File: src/rtl/spi_sck_engine.sv
// spi_sck_engine: SPI serial-clock engine with two runtime rates, programmable
// idle polarity, exact bit count per burst, and SCK-aligned launch/sample/done
// strobes. Optional build macro SPI_CPHA_EN adds the cpha input (mode 1/3
// strobe placement); without it the engine is fixed to mode 0/2 strobes.
module spi_sck_engine #(
    parameter int CLK_DIV_NORM = 40,
    parameter int CLK_DIV_FAST = 4,
    parameter int LEN_W        = 16
) (
    input  logic             clk,
    input  logic             reset,
    input  logic             start,
    input  logic             fast,
    input  logic             cpol,
    input  logic [LEN_W-1:0] nbits,
`ifdef SPI_CPHA_EN
    input  logic             cpha,
`endif
    output logic             busy,
    output logic             sck,
    output logic             launch_stb,
    output logic             sample_stb,
    output logic             done
);

    localparam int H_NORM = CLK_DIV_NORM / 2;
    localparam int H_FAST = CLK_DIV_FAST / 2;
    localparam int H_MAX  = (H_NORM > H_FAST) ? H_NORM : H_FAST;
    localparam int CW     = (H_MAX > 1) ? $clog2(H_MAX) : 1;

    localparam logic [CW-1:0] HN_LAST = CW'(H_NORM - 1);
    localparam logic [CW-1:0] HF_LAST = CW'(H_FAST - 1);

    typedef enum logic [1:0] {
        IDLE = 2'd0,
        RUN  = 2'd1,
        TAIL = 2'd2
    } state_t;

    state_t            state_q, state_d;
    logic [CW-1:0]     cnt_q, cnt_d;
    logic [LEN_W:0]    edge_q, edge_d;
    logic              fast_q, fast_d;
    logic              cpol_q, cpol_d;
    logic              cpha_q, cpha_d;
    logic [LEN_W-1:0]  nbits_q, nbits_d;
    logic              busy_q, busy_d;
    logic              sck_q, sck_d;
    logic              launch_q, launch_d;
    logic              sample_q, sample_d;
    logic              done_q, done_d;

    logic              cpha_in;
    logic [CW-1:0]     half_last;
    logic [LEN_W:0]    edge_inc;
    logic [LEN_W:0]    edge_final;
    logic              half_wrap;

`ifdef SPI_CPHA_EN
    assign cpha_in = cpha;
`else
    assign cpha_in = 1'b0;
`endif

    // Half-period terminal count follows the rate latched at start.
    assign half_last  = fast_q ? HF_LAST : HN_LAST;
    assign half_wrap  = (cnt_q == half_last);
    assign edge_inc   = edge_q + (LEN_W+1)'(1);
    assign edge_final = {nbits_q, 1'b0};

    // State and output registers; every output is a flop so strobes line up with sck.
    always_ff @(posedge clk) begin
        if (reset) begin
            state_q  <= IDLE;
            cnt_q    <= '0;
            edge_q   <= '0;
            fast_q   <= 1'b0;
            cpol_q   <= 1'b0;
            cpha_q   <= 1'b0;
            nbits_q  <= '0;
            busy_q   <= 1'b0;
            sck_q    <= 1'b0;
            launch_q <= 1'b0;
            sample_q <= 1'b0;
            done_q   <= 1'b0;
        end else begin
            state_q  <= state_d;
            cnt_q    <= cnt_d;
            edge_q   <= edge_d;
            fast_q   <= fast_d;
            cpol_q   <= cpol_d;
            cpha_q   <= cpha_d;
            nbits_q  <= nbits_d;
            busy_q   <= busy_d;
            sck_q    <= sck_d;
            launch_q <= launch_d;
            sample_q <= sample_d;
            done_q   <= done_d;
        end
    end

    // Next-state logic: half-period counting, edge sequencing and strobe generation.
    always_comb begin
        state_d  = state_q;
        cnt_d    = cnt_q;
        edge_d   = edge_q;
        fast_d   = fast_q;
        cpol_d   = cpol_q;
        cpha_d   = cpha_q;
        nbits_d  = nbits_q;
        busy_d   = busy_q;
        sck_d    = sck_q;
        launch_d = 1'b0;
        sample_d = 1'b0;
        done_d   = 1'b0;

        case (state_q)
            IDLE: begin
                sck_d  = cpol;
                cnt_d  = '0;
                edge_d = '0;
                // The done cycle still counts as busy for request purposes.
                if (start && !done_q) begin
                    if (nbits != '0) begin
                        fast_d   = fast;
                        cpol_d   = cpol;
                        cpha_d   = cpha_in;
                        nbits_d  = nbits;
                        busy_d   = 1'b1;
                        launch_d = !cpha_in;
                        state_d  = RUN;
                    end else begin
                        done_d = 1'b1;
                    end
                end
            end

            RUN: begin
                if (half_wrap) begin
                    cnt_d  = '0;
                    sck_d  = !sck_q;
                    edge_d = edge_inc;
                    if (edge_inc[0]) begin
                        // Odd edge numbers are leading edges.
                        if (cpha_q) launch_d = 1'b1;
                        else        sample_d = 1'b1;
                    end else begin
                        if (cpha_q)                       sample_d = 1'b1;
                        else if (edge_inc != edge_final)  launch_d = 1'b1;
                        if (edge_inc == edge_final)       state_d  = TAIL;
                    end
                end else begin
                    cnt_d = cnt_q + CW'(1);
                end
            end

            TAIL: begin
                sck_d = cpol_q;
                if (half_wrap) begin
                    cnt_d   = '0;
                    edge_d  = '0;
                    busy_d  = 1'b0;
                    done_d  = 1'b1;
                    state_d = IDLE;
                end else begin
                    cnt_d = cnt_q + CW'(1);
                end
            end

            default: begin
                state_d = IDLE;
                busy_d  = 1'b0;
                cnt_d   = '0;
                edge_d  = '0;
            end
        endcase
    end

    assign busy       = busy_q;
    assign sck        = sck_q;
    assign launch_stb = launch_q;
    assign sample_stb = sample_q;
    assign done       = done_q;

endmodule

File: config.mk
export PLATFORM = sky130hd
export DESIGN_NAME = spi_sck_engine
export DESIGN_NICKNAME = d
export VERILOG_FILES = /design/src/rtl/spi_sck_engine.sv
export SDC_FILE = /design/constraint.sdc
export NUM_CORES = 1
export LEC_CHECK = 0
export BUFFER_PORTS_ARGS = -buffer_cell sky130_fd_sc_hd__buf_4
export CAP_MARGIN = 25
export CORE_UTILIZATION = 45
export CTS_BUF_LIST = sky130_fd_sc_hd__clkbuf_8 sky130_fd_sc_hd__clkbuf_16
export CTS_CLUSTER_DIAMETER = 120
export DETAILED_ROUTE_END_ITERATION = 10
export GPL_TIMING_DRIVEN = 0
export HOLD_SLACK_MARGIN = 0.12
export PLACE_DENSITY = 0.66
export SYNTH_ARGS = -nofsm -noshare
export SYNTH_HDL_FRONTEND = slang
export SYNTH_SLANG_ARGS = --single-unit
File: constraint.sdc
create_clock -name clk -period 2.5 [get_ports clk]
set_input_delay 0.25 -clock clk [delete_from_list [all_inputs] [get_ports clk]]
set_output_delay 0.25 -clock clk [all_outputs]
set_load 0.03 [all_outputs]
==> results of run 1 <==
cell families after synthesis:
| group | count (synthesis) | share of synthesized area |
|---|---|---|
| mux | 22 | 0.08045 |
| buf+inv | 30 | 0.06136 |
| compound gates | 64 | 0.1705 |
| simple gates | 129 | 0.2436 |
| fa+ha+maj | 5 | 0.02273 |
| xor+xnor | 25 | 0.07955 |
| flops | 47 | 0.3418 |
critical path: cells and delay by family, from the launching register on:
kind | cells | cell delay [ns]
multiplexers | 1 | 0.11
AO/OA/AOI/OAI | 2 | 0.50
XOR/XNOR | 1 | 0.16
buffers and inverters | 3 | 0.42
AND/OR/NAND/NOR | 3 | 0.74
flip-flops | 1 | 0.36
sequential cells by signal, indices dropped and copies added, names as in the netlist:
name	flops
done	1
sck	1
sample_stb	1
nbits_q	16
busy	1
edge_q	17
fast_q	1
cnt_q	5
state_q	2
cpol_q	1
launch_stb	1
area by class of cell:
| cell class | count | share of cell area |
|---|---|---|
| multi-input cells | 245 | 0.5242 |
| flip-flops and latches | 47 | 0.2957 |
| well taps | 75 | 0.02930 |
| clock buffers | 5 | 0.02148 |
| clock inverters | 2 | 0.01055 |
| repair buffers | 29 | 0.06797 |
| plain buffers | 19 | 0.03906 |
| inverters | 10 | 0.01172 |
timing repair:
action	CTS	global route
pin swaps	5	3
cloned	0	0
endpoints found under the hold margin	0	0
buffers inserted	5	0
setup endpoints to repair	3	3
resized for setup	9	3
power by group:
group	total, mW	switching [mW]	internal, mW
clock	0.549	0.260	0.290
sequential	0.804	0.0283	0.776
combinational	0.245	0.132	0.113
per-layer routing:
layer,global-route usage,up-vias,part of all wire
met1,0.2970,1116,0.47
met5,0,-,0
li1,-,1215,-
met4,0.04643,0,0.011
met3,0.03068,6,0.038
met2,0.3598,45,0.48
placed cells by master, fill, tap and decap left out, drive strengths merged, types with 5 or more instances in the layout:
cell,n
a21oi,22
buf,41
clkbuf,11
dfxtp,47
ha,5
inv,11
mux2i,21
nand2,19
nand3,13
nand3b,5
nor2,52
nor3,7
nor4,9
o21ai,14
xnor2,17
xor2,8
worst min-delay path by stage:
stage	from	endpoint	cells past startpoint
2_1_floorplan	cpol	cpol_q	2
3_3_place_gp	busy	busy	1
3_5_place_dp	busy	busy	1
4_1_cts	nbits[11]	nbits_q[11]	3
5_1_grt	nbits[11]	nbits_q[11]	3
6_report	nbits[7]	nbits_q[7]	3
through the flow:
step / total power [mW] / hold slack [ns] / cells / util
detailed placement: 1.066 / 0.4618 / 421 / 0.5112
finish: 1.599 / 0.1890 / 432 / 0.5410
global route: 1.655 / 0.1925 / 432 / 0.5410
floorplan: 0.9889 / 0.3939 / 322 / -
CTS: 1.606 / 0.1843 / 432 / 0.5378
global placement: 1.062 / 0.4550 / 421 / 0.5112
==> summary.txt, run 1 <==
Setup path
  • Worst stage delay on the critical path: 0.36 ns
  • Cell count of the worst reg-to-reg path: 10
  • Critical Path Most Common Cell: buf_4
  • Worst R2R End: state_q[0]
  • Crit Reg-Reg Startpoint: edge_q[0]
  • Setup crit end: state_q[0]
  • CP cell instances: buf_4 > buf_6 > and4_4 > nand2_4 > or3_4 > xnor2_2 > a2111oi_4 > o2111ai_2 > buf_4 > mux2i_1
  • CP Launch Type: flop
  • CP max FO: 9
  • R2r setup slk: 0.10 ns
  • Slowest CP cell: dfxtp_2
  • Worst Setup End Kind: flop
  • WP data arrival: 2.59 ns
  • Crit Path Class: reg2reg
  • Worst Setup SP: edge_q[0]
  • Critical Path RT: 2.69 ns

Yosys
  • Synth cell count leaders: 52 x nor2_1, 47 x dfxtp_1, 22 x a21oi_1
  • Top post-synthesis cells by area: dfxtp_1 34%, mux2i_1 7.6%, nor2_1 7.1%
  • Top_reg_cell synth: dfxtp_1
  • Yosys warning total: 0
  • Count of different cell masters after synthesis: 55
  • Post-Syn Nets: 348
  • Post-synth ARST share: 0
  • Yosys reg bits: 47
  • EDFF count, synth: 0
  • Mapped cell area: about 2800 sq um
  • Avg Inst Size Synth: 8.549 sq um
  • Mapped Cells: 322
  • Top cell type's share of synthesized area: 0.3418
  • Seq/Total Area, Yosys: 0.3418
  • Synth area leader: dfxtp_1
  • Most common cell in the netlist: nor2_1

STA
  • Tmin final: 2.400 ns
  • Fin. Hold Viols: 0
  • Unrepaired setup endpoints after global routing: false
  • Final worst-path cycle share: 0.9599
  • F_max: roughly 0.42 GHz
  • Setup violators final: 0
  • Setup TNS: 0 ns
  • Tightest Pin Transition: 0.5923 ns
  • Max Slew Vio Count: 0
  • Setup Skew: 0.009406 ns
  • Worst setup margin: 0.1002 ns
  • Headroom to the max-slew limit: 0.6051

Routing
  • Wire per inst: around 15 um
  • First-pass DRT Iterations: 4
  • Final wirelength: 6472 um
  • Vias per cell: between 5 and 6
  • Initial DRC Count: 144
  • Final ANT Viol Nets: 0
  • Residual DRC: 0
  • Vias post-DR: approximately 2400

CTS
  • Clk sink count: 47
  • Root Buffer: clkbuf_8
  • Clk buf depth: 2
  • Htree depth: 2
  • Post-CTS Hold Fix Bufs: 0
  • Clk Latency, worst-skew pair: 0.30 ns
  • CTS tree: yes
  • CTS Buf Count: 5
  • Worst-path clk slew: 0.09 ns

Hold path
  • Min-Delay Path Class: in2reg

Final layout
  • Ant. Diodes: 0
  • Nets: 383
  • Fill cells: 561
  • Area of the multi-input gates: approximately 1700 sq um
  • Share of cells above drive strength 1: 0.1933
  • Register area: 947.2 sq um
  • Area grow syn2layout: 16.36%
  • Final Cell Area: 3203 sq um

Die
  • Initial Util: 0.4649
  • Core footprint: 5921 sq um
  • Chip width: 80.21 um
  • Ports: 26
  • Die Area: 6434 sq um
  • Cell Rows: 28
  • Die Ht: 80.21 um

Global route
  • Initial antenna violation count: 0
  • First-pass GRT wire length: between 10000 and 15000 um
  • Largest net degree at the start of global routing: 14
  • Global-route total usage across every layer: 0.2168
  • Global route overflow: 0
  • Vias in the first global route: approximately 2200

Placed design
  • IO Port Bufs: 24
  • Placement Setup Slack: -0.2149 ns
  • Post-Place Cell Area: ~3000 sq um
  • HPWL after DPL: 4750 um
  • Placer Congestion: between 0.9 and 1

Run status
  • Outcome: completed

Power
  • Power Density: 499.2 nW/um^2
  • Peak supply drop: 0.3542 mV
  • Leakage: 1.317 nW

Job
  • Max-Cap Viols: 0
(Power assumes the default switching activity.)
==> run 2, diff against run 1 <==
==> constraint.sdc (replaced) <==
create_clock -name clk -period 2.5 [get_ports clk]
set_input_delay 0.125 -clock clk [delete_from_list [all_inputs] [get_ports clk]]
set_output_delay 0.125 -clock clk [all_outputs]
set_load 0.03 [all_outputs]
==> run 2 against run 1 <==
Net effect:
- setup slack better by 0.0012 ns
- critical endpoint unchanged
- sequential power about the same
- highest routed layer unchanged
- register-to-register slack about the same
==> summary.txt, run 2 (synthesis gave the netlist of run 1 again) <==
Placed design
  • HPWL after DPL: 4750 um (unchanged)
  • Cells after DPL: 421 (unchanged)
  • Placement Setup Slack: -0.2149 ns (unchanged)
  • Post-Place Cell Area: 3027 sq um (unchanged)
  • IO Port Bufs: 24 (unchanged)
  • Placer Congestion: 0.9174 (unchanged)

Setup path
  • CP max FO: 9 (unchanged)
  • Crit Reg-Reg Startpoint: edge_q[0]
  • Worst R2R End: state_q[0]
  • WP data arrival: 2.59 ns (about the same)
  • R2r setup slk: 0.10 ns (about the same)
  • CP Launch Type: flop
  • Worst Setup End Kind: flop
  • Worst Setup SP: edge_q[0]
  • Critical Path RT: 2.69 ns (about the same)
  • Crit Path Class: reg2reg
  • Cell count of the worst reg-to-reg path: 10 (unchanged)

Routing
  • Wire length on met2: 3234 um (+5.2%)
  • Final ANT Viol Nets: 0 (unchanged)
  • First-pass DRT Iterations: 4 (unchanged)
  • Vias post-DR: 2456 (+3.1%)
  • Residual DRC: 0 (unchanged)
  • DR WL met3: 306 um (+23%)
  • M1 WL: 3126 um (+1.7%)
  • Wire per inst: 15.03 um (+0.33%)
  • Vias per cell: 5.458 (-1.0%)
  • Initial DRC Count: 121 (-16%)
  • Top layer in use: met4
  • Final wirelength: 6764 um (+4.5%)

CTS
  • CTS tree: yes
  • Clk buf depth: 2 (unchanged)
  • Worst-path clk slew: 0.09 ns (about the same)
  • CTS Buf Count: 5 (unchanged)
  • Root Buffer: clkbuf_8
  • Clk Latency, worst-skew pair: 0.30 ns (about the same)
  • Clk sink count: 47 (unchanged)
  • Htree depth: 2 (unchanged)

Power
  • Peak supply drop: 0.3537 mV (-0.13%)
  • Leakage: 1.393 nW (+5.7%)
  • Power Density: 480.3 nW/um^2 (-3.8%)
  • Final Power: 1.625 mW (+1.6%)

Final layout
  • Max FFs per register: 17 (unchanged)
  • Final Cell Area: 3383 sq um (+5.6%)
  • Non-filler instance count after layout: 450 (+4.2%)
  • Share of cells above drive strength 1: 0.1840 (-0.009277)
  • Fill cells: 533 (-5.0%)
  • Biggest regs: edge_q (17), nbits_q (16), cnt_q (5)
  • Area grow syn2layout: 22.91%
  • Nets: 401 (+4.7%)
  • Ant. Diodes: 0 (unchanged)
  • Most frequent cells in the layout: 52 x nor2_1, 44 x dfxtp_1, 32 x buf_4
  • Most common cell after layout, fill and taps aside: nor2_1
  • Final core area utilization: 0.5714 (+0.03043)
  • Most flops, register: edge_q

Die
  • Ports: 26 (unchanged)
  • Cell Rows: 28 (unchanged)
  • Chip width: 80.21 um (unchanged)
  • Core footprint: 5921 sq um (unchanged)
  • Die Area: 6434 sq um (unchanged)
  • Die Ht: 80.21 um (unchanged)
  • Initial Util: 0.4649 (unchanged)

Global route
  • Global route overflow: 0 (unchanged)
  • Initial antenna violation count: 0 (unchanged)
  • Global-route total usage across every layer: 0.2257 (+0.008892)
  • Largest net degree at the start of global routing: 14 (unchanged)
  • Vias in the first global route: 2262 (+4.3%)
  • First-pass GRT wire length: 11160 um (+4.1%)

STA
  • Tmin final: 2.399 ns (-0.001235 ns)
  • Unrepaired setup endpoints after global routing: false
  • Headroom to the max-slew limit: 0.5969 (-0.008206)
  • F_max: 0.4169 GHz (about the same)
  • Worst setup margin: 0.1014 ns (+0.001235 ns)
  • Setup violators final: 0 (unchanged)
  • Setup Skew: 0.01068 ns (+0.001278 ns)
  • Max Slew Vio Count: 0 (unchanged)
  • Tightest Pin Transition: 0.6046 ns (+0.01231 ns)
  • Final worst-path cycle share: 0.9594 (about the same)
  • Fin. Hold Viols: 0 (unchanged)

Run status
  • Outcome: completed

Job
  • Max-Cap Viols: 0 (unchanged)

Hold path
  • Min-Delay Path Class: in2reg
  • Hold depth: 4 (+1)
  • Hold Startpoint: start
  • Hold Path Sink: busy
## run 2: repair_timing
action	4_1_cts	5_1_grt
gates resized for setup	9	3
endpoints found under the setup margin	3	3
pin swaps	5	3
hold buffers	18	0
hold endpoints to repair	18	0
buffers inserted	5	0
## run 2: area by class of cell
type                            instances  area, sq um  share of cell area
Timing Repair Buffer                   47        397.9              0.1176
Clock buffer                            5        68.82             0.02034
Clock inverter                          2        33.78            0.009985
Sequential cell                        47        947.2              0.2800
Tap cell                               75        93.84             0.02774
Multi-Input combinational cell        245         1679              0.4963
Inverter                               10        37.54             0.01109
Buffer                                 19        125.1             0.03698
## run 2: critical path, cell delays in order, from the launching register on
cell	delay [ns]
dfxtp_2	0.36
buf_4	0.11
buf_6	0.12
and4_4	0.29
nand2_4	0.09
or3_4	0.36
xnor2_2	0.16
a2111oi_4	0.30
o2111ai_2	0.19
buf_4	0.19
mux2i_1	0.11
## run 2: where the power goes
part / leakage, nW / total [mW] / internal [mW] / switching [mW]
clock network: 0.0554 / 0.551 / 0.290 / 0.262
registers: 0.385 / 0.804 / 0.776 / 0.0281
logic: 0.953 / 0.269 / 0.131 / 0.138
total: 1.39 / 1.62 / 1.20 / 0.428
## run 2: worst max-delay path by stage
stage / end / slack (ns)
after floorplan: launch_stb / 0.07
after global placement: launch_stb / -0.23
after detailed placement: launch_stb / -0.21
after CTS: state_q[0] / -0.004
after global routing: state_q[0] / 0.006
final: state_q[0] / 0.10
## run 2: metrics by stage
stage | setup TNS, ns | hold WS (ns)
CTS | -0.004043 | 0.2944
global route | 0 | 0.3242
global placement | -0.3659 | 0.3598
detailed placement | -0.3479 | 0.3717
floorplan | 0 | 0.2689
finish | 0 | 0.3014
## run 2: per-layer routing
layer,GRT usage,vias up
li1,-,1250
met1,0.3040,1145
met2,0.3786,53
met3,0.03182,8
met4,0.05357,0
met5,0,-
